**src/rtl/pipeline_ctrl.sv**
```systemverilog
// pipeline_ctrl
//   Sequences the 5-stage MIPS pipeline. It owns the debug execution-mode
//   FSM (IDLE / RUN / STEP / HALTED), detects load-use hazards between EX and
//   ID, and generates the enable / flush / bubble controls for the PC, IF/ID
//   and ID/EX stage registers. It also keeps saturating counters of executed
//   cycles and stall cycles.
//
// Ports
//   i_clk, i_rst        clock; synchronous active-high reset
//   i_run_req           start continuous execution (level or pulse)
//   i_step_req          advance exactly one clock (pulse)
//   i_halt              HALT instruction has reached WB
//   i_id_rs, i_id_rt    source register fields of the instruction in ID
//   i_id_uses_rt        instruction in ID reads rt as a source
//   i_ex_mem_read       instruction in EX is a load
//   i_ex_rt             destination register of the load in EX
//   i_branch_taken      branch/jump in ID resolved taken
//   o_pipe_en           enable for EX/MEM and MEM/WB registers
//   o_pc_en             PC write enable
//   o_if_id_en          IF/ID write enable
//   o_if_id_flush       IF/ID loads a NOP
//   o_id_ex_bubble      ID/EX loads zeroed control signals
//   o_state             0 IDLE, 1 RUN, 2 STEP, 3 HALTED
//   o_cycle_cnt         cycles with o_pipe_en=1 (saturating)
//   o_stall_cnt         load-use stall cycles (saturating)

module pipeline_ctrl #(
  parameter int NBITS  = 32,
  parameter int NB_REG = 5
) (
  input  logic              i_clk,
  input  logic              i_rst,
  input  logic              i_run_req,
  input  logic              i_step_req,
  input  logic              i_halt,
  input  logic [NB_REG-1:0] i_id_rs,
  input  logic [NB_REG-1:0] i_id_rt,
  input  logic              i_id_uses_rt,
  input  logic              i_ex_mem_read,
  input  logic [NB_REG-1:0] i_ex_rt,
  input  logic              i_branch_taken,
  output logic              o_pipe_en,
  output logic              o_pc_en,
  output logic              o_if_id_en,
  output logic              o_if_id_flush,
  output logic              o_id_ex_bubble,
  output logic [1:0]        o_state,
  output logic [NBITS-1:0]  o_cycle_cnt,
  output logic [NBITS-1:0]  o_stall_cnt
);

  typedef enum logic [1:0] {
    ST_IDLE   = 2'd0,
    ST_RUN    = 2'd1,
    ST_STEP   = 2'd2,
    ST_HALTED = 2'd3
  } state_t;

  state_t             state;
  state_t             state_nxt;
  logic               pipe_en;
  logic               stall;
  logic [NBITS-1:0]   cycle_cnt;
  logic [NBITS-1:0]   stall_cnt;

  // Increment that holds at all-ones instead of wrapping.
  function automatic logic [NBITS-1:0] sat_inc(input logic [NBITS-1:0] v);
    if (&v) return v;
    return v + {{(NBITS-1){1'b0}}, 1'b1};
  endfunction

  always_ff @(posedge i_clk) begin
    if (i_rst) state <= ST_IDLE;
    else       state <= state_nxt;
  end

  always_comb begin
    state_nxt = state;
    case (state)
      ST_IDLE: begin
        // A simultaneous run and step request resolves to RUN.
        if (i_run_req)       state_nxt = ST_RUN;
        else if (i_step_req) state_nxt = ST_STEP;
      end
      ST_RUN: begin
        if (i_halt) state_nxt = ST_HALTED;
      end
      ST_STEP: begin
        // A step lasts a single cycle.
        state_nxt = i_halt ? ST_HALTED : ST_IDLE;
      end
      ST_HALTED: state_nxt = ST_HALTED;
      default:   state_nxt = ST_IDLE;
    endcase
  end

  assign pipe_en = (state == ST_RUN) || (state == ST_STEP);

  // Load-use hazard: the load in EX writes a register the ID instruction
  // reads. Register 0 is hardwired to zero and never creates a dependency.
  assign stall = pipe_en && i_ex_mem_read && (i_ex_rt != '0) &&
                 ((i_ex_rt == i_id_rs) || (i_id_uses_rt && (i_ex_rt == i_id_rt)));

  always_comb begin
    o_pc_en        = 1'b0;
    o_if_id_en     = 1'b0;
    o_if_id_flush  = 1'b0;
    o_id_ex_bubble = 1'b0;
    if (pipe_en) begin
      if (stall) begin
        // Freeze PC and IF/ID, inject a bubble; a taken branch is ignored
        // here and re-resolves once the load result is available.
        o_id_ex_bubble = 1'b1;
      end else begin
        o_pc_en       = 1'b1;
        o_if_id_en    = 1'b1;
        o_if_id_flush = i_branch_taken;
      end
    end
  end

  always_ff @(posedge i_clk) begin
    if (i_rst) begin
      cycle_cnt <= '0;
      stall_cnt <= '0;
    end else begin
      if (pipe_en) cycle_cnt <= sat_inc(cycle_cnt);
      if (stall)   stall_cnt <= sat_inc(stall_cnt);
    end
  end

  assign o_pipe_en   = pipe_en;
  assign o_state     = state;
  assign o_cycle_cnt = cycle_cnt;
  assign o_stall_cnt = stall_cnt;

endmodule

```
**config.mk**
```make
export PLATFORM = sky130hd
export DESIGN_NAME = pipeline_ctrl
export DESIGN_NICKNAME = d
export VERILOG_FILES = /design/src/rtl/pipeline_ctrl.sv
export SDC_FILE = /design/constraint.sdc
export NUM_CORES = 1
export LEC_CHECK = 0
export ABC_AREA = 1
export CAP_MARGIN = 20
export CORE_ASPECT_RATIO = 0.5
export CORE_MARGIN = 1
export CORE_UTILIZATION = 25
export DETAILED_ROUTE_END_ITERATION = 16
export DONT_BUFFER_PORTS = 1
export PLACE_DENSITY = 0.38
export SYNTH_ARGS = -nofsm -noshare
export SYNTH_HDL_FRONTEND = slang
export SYNTH_SLANG_ARGS = --single-unit
export TNS_END_PERCENT = 100
```
**constraint.sdc**
```tcl
create_clock -name i_clk -period 3.8 [get_ports i_clk]
set_clock_uncertainty 0.15 [all_clocks]
set_input_delay 1.14 -clock i_clk [delete_from_list [all_inputs] [get_ports i_clk]]
set_output_delay 1.14 -clock i_clk [all_outputs]
set_load 0.01 [all_outputs]
```
# ---- After elaboration in Yosys (flattened, before gate mapping)
# Cells that the tools add are included.
dict set report totals {
  output_inout_bits 71
  regBits 66
  elab_cells 46
}
dict set report op_classes {
  add_sub_neg 2
  reduce_logical 13
  muxes 19
  n_eq_ne 9
}
# operator count
set op_table {}
lappend op_table {{32-bit by 1-bit adder with 32-bit output, second input constant} 2}
lappend op_table {{32-bit two-way mux} 2}
lappend op_table {{32-bit AND reduction} 2}
lappend op_table {{1-bit two-way mux} 12}
lappend op_table {{5-bit == test} 2}
lappend op_table {{2-bit two-way mux} 4}
lappend op_table {{2-bit case mux with 4 select lines} 1}
lappend op_table {{2-bit != test, second input constant} 3}
lappend op_table {{2-bit AND reduction} 3}
lappend op_table {{5-bit nonzero test} 1}
lappend op_table {{2-bit == test, second input constant} 2}
lappend op_table {{1-bit logical AND} 4}
lappend op_table {{3-bit != test, second input constant} 1}
lappend op_table {{2-bit by 1-bit == test with 1-bit output, second input constant} 1}
lappend op_table {{2-bit zero test} 1}
lappend op_table {{1-bit logical OR} 2}

# ---- Depth between registers and ports, before layout
# Gate-level depths: netlist of run 1.
dict set report depth {
  word_depth 9
  ltp_mapped 12
  ltp_nobuf 11
}

# ---- Worst setup path before layout of run 1
# Ideal clock, no wire load.
dict set report synth_timing {
  kind {input port to output port}
  startpoint {input port i_ex_rt[4]}
  endpoint {output port o_pc_en}
  setup_slack_ns 0.443
  n_path_buf 1
  arrival_time_ns 2.067
  path_stages 10
  cell_sequence {inv_1 nand2_1 nand2_1 nor2_1 nand3_1 a21oi_4 inv_1 nand2_1 inv_1 buf_4}
}
dict set report synth_via {
  elab_chain_cells 6
  word_cells_on_any_way 9
  classes_between {eq/ne (2); mux (2); reduce/logical (5)}
}
# item line_no
set synth_rtl {}
lappend synth_rtl {{start, declared} 40} ;# input logic [NB_REG-1:0] i_ex_rt,
lappend synth_rtl {{5-bit == test} 102} ;# ((i_ex_rt == i_id_rs) || (i_id_uses_rt && (i_ex_rt == i_id_rt)));
lappend synth_rtl {{1-bit logical AND} 102}
lappend synth_rtl {{1-bit logical OR} 102}
lappend synth_rtl {{1-bit logical AND (*)} 101} ;# assign stall = pipe_en && i_ex_mem_read && (i_ex_rt != '0) &&
lappend synth_rtl {{1-bit two-way mux (*) (2 in a row)} --}
lappend synth_rtl {{end, declared} 43} ;# output logic o_pc_en,
# Every way passes the cells marked *; elsewhere a longest branch is shown, timed or not.

# ---- Worst setup path after layout of run 1
dict set report layout_timing {
  startpoint {input port i_ex_rt[3]}
  endpoint {output port o_if_id_en}
}
dict set report layout_via {
  elab_chain_cells 6
  word_cells_on_any_way 9
  classes_between {eq/ne (2); mux (2); reduce/logical (5)}
}
# item line_no
set layout_rtl {}
lappend layout_rtl {{5-bit == test} 102}
lappend layout_rtl {{1-bit logical AND} 102}
lappend layout_rtl {{1-bit logical OR} 102}
lappend layout_rtl {{1-bit logical AND (*)} 101}
lappend layout_rtl {{1-bit two-way mux (*)} 110} ;# if (stall) begin
lappend layout_rtl {{1-bit two-way mux (*)} 109} ;# if (pipe_en) begin
lappend layout_rtl {{end, declared} 44} ;# output logic o_if_id_en,
# Marks and branches as above.

==> run metrics, run 1 <==
outcome=completed; Synth Flop Type=dfxtp_1; Hold-fix buffers, CTS=0; fmax=310 MHz; Sw Pwr=0.733 mW; Area Growth Syn to Fin=9.14%; first-pass GRT wire length=24,700 um; Mean Syn Cell Area=6.18 um2; Buf+Inv Stages, Crit Path=3; slew margin rel.=63.9%; clk slew on worst S/H paths=50 ps; Multi-input gate area=0.00298 mm2; Pwr Density=398 mW/mm2; Clock Sinks=66; setup violators final=0; Synthesized Nets=790; dpl ws=542 ps; largest area contributor in the netlist=dfxtp_1; leakage=1.82 nW; Inserted Diodes=0; vias in the first global route=4,570; hpwl dp=11,000 um; drt pass-1 iters=4; grt ovf=0; RD Place Congestion=0.784; drt drc=0; required time worst endpoint=2510 ps; Site Rows=34; Yosys cell types=31; crit-path cells=inv_1 -> nand2_1 -> nand2_1 -> nor2_1 -> nand3_1 -> a21oi_4 -> inv_1 -> nand2_1 -> inv_1; setup repair bufs after CTS=0; clock group share of total power=39.6%; number of buffers created by CTS=9; Sw Ratio=35.9%; Root Buffer=clkbuf_16; RSZ-0062 raised after global routing=no; top post-synthesis cells by area=dfxtp_1, nand2_1, nor2_1; Slowest cell on crit path=a21oi_4; Post-synth top cells=nand2_1, nor2_1, dfxtp_1, inv_1, a21oi_1; fin nets=782; Slew Limit Fails=0; total power=2.04 mW; Fin. Hold Viols=0; Worst path max stage delay=180 ps; die area=0.0194 mm2; Seq pwr share=36.7%; largest net degree at the start of global routing=60; Hold WS=402 ps; via count=4,516; Fin Setup TNS=0 ps; Starting Density=26.3%; ys async rst share=0%; Worst Setup Start Kind=input port; Clock Tree Buf Depth=2; WS Path Type=input port to output pin; Arr. time, crit path=1930 ps; Die Wd=196 um; Resize count post-CTS=0; Min-Delay Path Class=flop to flop; crit end category=output pin; Max-Cap Viols=0; Fillers=2,041; post-synthesis sequential element count=66; sequential area share after synthesis=28.1%; minimum clock period=3220 ps; clk_lat worst skew=340 ps; H-tree depth=3; P_int=1.31 mW; initial antenna violation count=0; mapped cell area=0.00469 mm2; Total GRT Usage=16.2%; Reg area=0.00132 mm2; most frequent cell after synthesis=nand2_1; Post-synth EDFFs=0; Iteration-0 DRC Markers=194; Core ar.=0.0179 mm2; Final WS setup=576 ps; Ys Warns=0; Comb power frac=23.7%; post-synth top area share=28.1%; CP Max Fanout=3; VDD IR max=0.369 mV; Final period util=84.8%; Total Wirelength=14,800 um; count of input and output buffers=0; antenna violation net count after detailed routing=0; share of layout cells above drive strength 1=8.45%; worst-margin pin slew=537 ps; Via-to-Cell Ratio=4.56; Die Y=98.9 um; critical path's top delay family=simple AND/OR/NAND/NOR gates; gate count after technology mapping=760; Routed WL per cell=14.9 um; Ports=94; CTS tree=yes
power by group through the flow:
stage               clock (mW)  sequential, mW  combinational (mW)
finish                   0.808           0.749               0.484
global route             0.878           0.751               0.547
CTS                      0.846           0.749               0.503
detailed placement           0           0.764               0.503
global placement             0           0.764               0.499
floorplan                    0           0.756               0.531
path summary, 6_finish.rpt:
check	endpoint	slack (ps)	from	cells past startpoint
min reg2reg	o_stall_cnt[31]$_SDFFE_PP0P_	400	o_stall_cnt[31]$_SDFFE_PP0P_	2
min	o_stall_cnt[31]$_SDFFE_PP0P_	400	o_stall_cnt[31]$_SDFFE_PP0P_	2
max	o_if_id_en	580	i_ex_rt[3]	9
max reg2reg	o_stall_cnt[9]$_SDFFE_PP0P_	1010	o_stall_cnt[0]$_SDFFE_PP0P_	9
cell type report:
type,instances,area share (%)
timing repair buffer,3,0.440
multi-input combinational,613,58.2
clock inverter,2,0.195
clock buffer,14,5.35
sequential,66,25.8
tap,234,5.71
inverter,59,4.32
kinds of logic after synthesis:
logic type / share of synthesized area (%)
simple gates: 47.6
buf+inv: 8.34
fa+ha+maj: 1.87
xor+xnor: 5.60
flops: 28.1
compound gates: 8.45
routing by layer:
layer	global-route usage, %	routed length (um)	vias up
li1	-	-	2393
met1	20.2	7210	2051
met2	27.9	6870	65
met3	4.62	594	7
met4	3.13	99	0
met5	0	0	-
through the flow:
stage | std cells | utilization, % | area (um2)
finish | 991 | 28.7 | 5120
floorplan | 760 | - | 4690
detailed placement | 975 | 27.1 | 4840
global route | 991 | 28.7 | 5120
global placement | 975 | 27.1 | 4840
CTS | 991 | 28.7 | 5120
cells in the final DEF (no fill, tap or decap):
master     netlist  final
nand2_1        289    289
nor2_1         108    108
dfxtp_1         66     66
inv_1           54     54
a21oi_1         46     46
nand3_1         42     42
xor2_1          24     24
nand3b_1        20     20
nand2_2         13     13
a21oi_2         13     13
nand4_1         11     11
nor3_1           9      9
clkbuf_16        0      9
ha_1             7      7
xnor2_1          6      6
o21ai_0          6      6
inv_2            5      5
nor2_4           4      4
nand2_4          3      3
nor3_2           3      3
clkbuf_8         0      3
buf_4            1      3
and2_1           2      2
nand3_4          2      2
nor2_2           2      2
clkinv_2         0      2
clkbuf_1         9      2
a21oi_4          1      1
nor2_8           1      1
o22ai_1          1      1
flip-flops by register name, indices dropped and copies added (netlist names):
signal	flops
o_stall_cnt	32
o_state	2
o_cycle_cnt	32
worst reg2reg max path, delay by kind of cell (launching register included):
family                   cells  cell delay, ps
AND/OR/NAND/NOR              7            1520
flip-flops                   1             540
adder cells (fa/ha/maj)      1             370
AO/OA/AOI/OAI                1             150
No activity file was read; power rests on OpenSTA's default activity.
==> inputs of run 2 (changes only) <==
PLACE_DENSITY = 0.4   (was 0.38)
clock period = 2.73 ns   (was 3.8 ns; I/O delays follow)
==> run metrics, run 2 (synthesized netlist as in run 1, its figures left out) <==
grt ovf=0; leakage=1.93 nW; Area Growth Syn to Fin=12.6%; Root Buffer=clkbuf_16; hpwl dp=11,300 um; fmax=388 MHz; Reg area=0.00132 mm2; H-tree depth=3; Fin. Hold Viols=0; Final period util=94.5%; Die Y=98.9 um; Max-Cap Viols=0; die area=0.0194 mm2; Core ar.=0.0179 mm2; Fillers=1,988; Worst Setup Start Kind=input port; Total Wirelength=14,900 um; Via-to-Cell Ratio=4.49; first-pass GRT wire length=24,900 um; RD Place Congestion=0.861; drt pass-1 iters=4; fin nets=804; required time worst endpoint=1760 ps; Ports=94; initial antenna violation count=0; drt drc=0; worst-margin pin slew=564 ps; Hold Startpoint=o_stall_cnt[31]$_SDFFE_PP0P_; outcome=completed; Routed WL per cell=14.7 um; R2R Path Start=o_cycle_cnt[0]$_SDFFE_PP0P_; CTS tree=yes; fin area=0.00529 mm2; vias in the first global route=4,552; Final WS setup=150 ps; WS Path Type=input port to output pin; Slew Limit Fails=0; most frequent cells in the layout=nand2_1, nor2_1, dfxtp_1; Min-Delay Path Class=flop to flop; Pwr Density=540 mW/mm2; total power=2.86 mW; clk slew on worst S/H paths=50 ps; antenna violation net count after detailed routing=0; Clock Tree Buf Depth=2; cell total after placement=997; commonest non-fill, non-tap cell in the layout=nand2_1; setup violators final=0; dpl ws=94.9 ps; Starting Density=26.3%; Iteration-0 DRC Markers=207; via count=4,553; RSZ-0062 raised after global routing=no; Total GRT Usage=16.4%; largest net degree at the start of global routing=60; Post-DP Area=0.00500 mm2; minimum clock period=2580 ps; share of layout cells above drive strength 1=11.3%; VDD IR max=0.260 mV; Setup crit start=i_ex_rt[4]; CP Max Fanout=3; count of input and output buffers=0; Site Rows=34; Die Wd=196 um; Arr. time, crit path=1610 ps; slew margin rel.=62.1%; number of buffers created by CTS=9; crit end category=output pin; Multi-input gate area=0.00299 mm2; Fin Setup TNS=0 ps; Clock Sinks=66; clk_lat worst skew=330 ps; post-route insts no fill=1,013
[run 2: cell count changes in the layout (fill, tap and decap cells not counted), sizes merged]
cell	delta
buf	+22
clkbuf	-2
clkinv	+1
diode	+1
[run 2: timing repair]
action,4_1_cts,5_1_grt
setup buffers,0,0
resized for setup,0,2
endpoints found under the setup margin,0,3
hold buffers,0,0
[run 2: power breakdown]
group          internal (mW)  switching (mW)
Sequential             0.991          0.0268
Combinational          0.188           0.552
Clock                  0.655           0.443
[run 2: layout make-up]
cell class	count	area share [%]
clock buffer	12	4.85
antenna	1	0.0473
inverter	59	4.19
timing repair buffer	25	3.55
multi-input combinational	613	56.5
clock inverter	3	0.284
sequential	66	25.0
tap	234	5.54
[run 2: through the flow]
stage | util [%] | hold WS (ps)
global route | 29.6 | 376
global placement | 28.0 | 390
CTS | 29.5 | 380
finish | 29.6 | 399
floorplan | - | 361
detailed placement | 28.0 | 393
[run 2: layer usage]
layer	global-route usage [%]	vias to the layer above	wire, um
li1	-	2423	-
met1	20.9	2057	7310
met2	28.2	67	6940
met3	4.38	6	593
met4	2.52	0	57
met5	0	-	0
[run 2: worst paths after layout]
kind / depth (start not counted) / to / slack (ps)
setup / recovery: 9 / o_if_id_en / 150
hold / removal: 2 / o_stall_cnt[31]$_SDFFE_PP0P_ / 400
setup reg to reg: 12 / o_cycle_cnt[28]$_SDFFE_PP0P_ / 420
hold reg to reg: 2 / o_stall_cnt[31]$_SDFFE_PP0P_ / 400
[run 2: critical path: stages]
cell and delay (ps):
inv_1 40, nand2_1 50, nand2_1 40, nor2_1 120, nand3_1 150, a21oi_4 150
inv_1 50, nand2_1 80, inv_1 110
==> inputs of run 3 (changes only) <==
ABC_CLOCK_PERIOD_IN_PS = 2900   (was default)
CORE_ASPECT_RATIO = 1.2   (was 0.5)
PLACE_DENSITY = 0.38   (was 0.4)
clock period = 2.9 ns   (was 2.73 ns; I/O delays follow)
==> run metrics, run 3 (synthesized netlist as in run 1, its figures left out) <==
initial antenna violation count=0; Root Buffer=clkbuf_16; Sw Ratio=37.5%; Via-to-Cell Ratio=4.50; Seq pwr share=35.5%; antenna violation net count after detailed routing=0; most frequent cells in the layout=nand2_1, nor2_1, dfxtp_1; setup violators final=0; Worst path max stage delay=390 ps; Starting Density=25.6%; commonest non-fill, non-tap cell in the layout=nand2_1; drt drc=0; fin util=28.3%; leakage=1.82 nW; fmax=364 MHz; largest net degree at the start of global routing=60; Slew Limit Fails=0; M1 WL=6080 um; crit-path most repeated cell=inv_1; minimum clock period=2750 ps; Sw Pwr=1.03 mW; Fillers=2,073; Worst Setup Start Kind=flop; H-tree depth=3; Max-Cap Viols=0; Multi-input gate area=0.00298 mm2; share of layout cells above drive strength 1=9.58%; outcome=completed; CP Max Fanout=5; met3 routed WL=871 um; Total GRT Usage=16.3%; crit-path cells=inv_1 -> ha_2 -> nand3_1 -> a21oi_4 -> inv_1 -> nand2_1 -> inv_1; crit end category=output pin; slew margin rel.=66.6%; Total Wirelength=15,200 um; Highest Signal Layer=met4; Pwr Density=527 mW/mm2; WS Path Type=flop to output pin; grt ovf=0; drt pass-1 iters=4; met2 routed WL=7860 um; number of buffers created by CTS=9; worst-margin pin slew=497 ps; cell total after placement=998; Comb power frac=25.7%; post-route insts no fill=1,014; Site Rows=54; Clock Sinks=66; Fin Setup TNS=0 ps; Hold-fix buffers, CTS=0; Clock Tree Buf Depth=2; required time worst endpoint=1880 ps; Iteration-0 DRC Markers=217; via count=4,558; Slowest cell on crit path=dfxtp_2; first-pass GRT wire length=24,300 um; P_int=1.71 mW; RD Place Congestion=0.874; Die Wd=127 um; Inserted Diodes=0; hpwl dp=11,400 um; Final period util=94.7%; clk_lat worst skew=340 ps; Die Y=152 um; Arr. time, crit path=1730 ps; RSZ-0062 raised after global routing=no; VDD IR max=0.245 mV; critical path's top delay family=flip-flops; clk slew on worst S/H paths=60 ps; Core ar.=0.0183 mm2; die area=0.0193 mm2; Area Growth Syn to Fin=10.5%; Ports=94; count of input and output buffers=0; fin nets=787; Reg area=0.00132 mm2; clock group share of total power=38.8%; Min-Delay Path Class=flop to flop; Buf+Inv Stages, Crit Path=3; Routed WL per cell=15.0 um; Fin. Hold Viols=0; total power=2.73 mW; CTS tree=yes; vias in the first global route=4,411
-- run 3: worst reg2reg max path, delay by kind of cell, from the launching register on --
family          cells  cell delay (ps)
simple gates        7             1290
flops               1              500
compound gates      1               60
buf+inv             1              290
-- run 3: worst paths after layout --
check	start	end	slack, ps	depth (start not counted)
hold reg to reg	o_state[1]$_SDFFE_PP0P_	o_state[1]$_SDFFE_PP0P_	380	2
setup / recovery	o_state[1]$_SDFFE_PP0P_	o_pc_en	150	7
hold / removal	o_state[1]$_SDFFE_PP0P_	o_state[1]$_SDFFE_PP0P_	380	2
setup reg to reg	o_cycle_cnt[19]$_SDFFE_PP0P_	o_cycle_cnt[21]$_SDFFE_PP0P_	510	9
-- run 3: layout make-up --
type | count | share of cell area (%)
sequential | 66 | 25.5
multi-input combinational | 613 | 57.5
inverter | 59 | 4.27
clock inverter | 6 | 0.820
clock buffer | 10 | 4.61
tap | 252 | 6.08
timing repair buffer | 8 | 1.23
-- run 3: per-layer routing --
layer / up-vias / track usage (%)
li1: 2394 / -
met2: 106 / 29.7
met3: 21 / 4.75
met4: 0 / 6.92
met5: - / 0
met1: 2037 / 17.2
-- run 3: power by group through the flow --
stage / registers (mW) / logic (mW) / clock network, mW
2_1_floorplan: 0.991 / 0.696 / 0
4_1_cts: 0.972 / 0.738 / 1.09
3_3_place_gp: 0.988 / 0.707 / 0
6_report: 0.971 / 0.701 / 1.06
3_5_place_dp: 0.990 / 0.717 / 0
5_1_grt: 0.974 / 0.782 / 1.14
-- run 3: stage by stage --
stage,area [um2],hold slack (ps),setup slack [ps]
finish,5190,376,153
global route,5190,395,28.8
CTS,5190,381,85.8
detailed placement,4900,394,202
global placement,4900,384,201
floorplan,4690,361,82.8
-- run 3: what timing repair did --
| action | 4_1_cts | 5_1_grt |
|---|---|---|
| setup endpoints to repair | 3 | 0 |
| setup buffers | 0 | 0 |
| gates resized for setup | 3 | 0 |
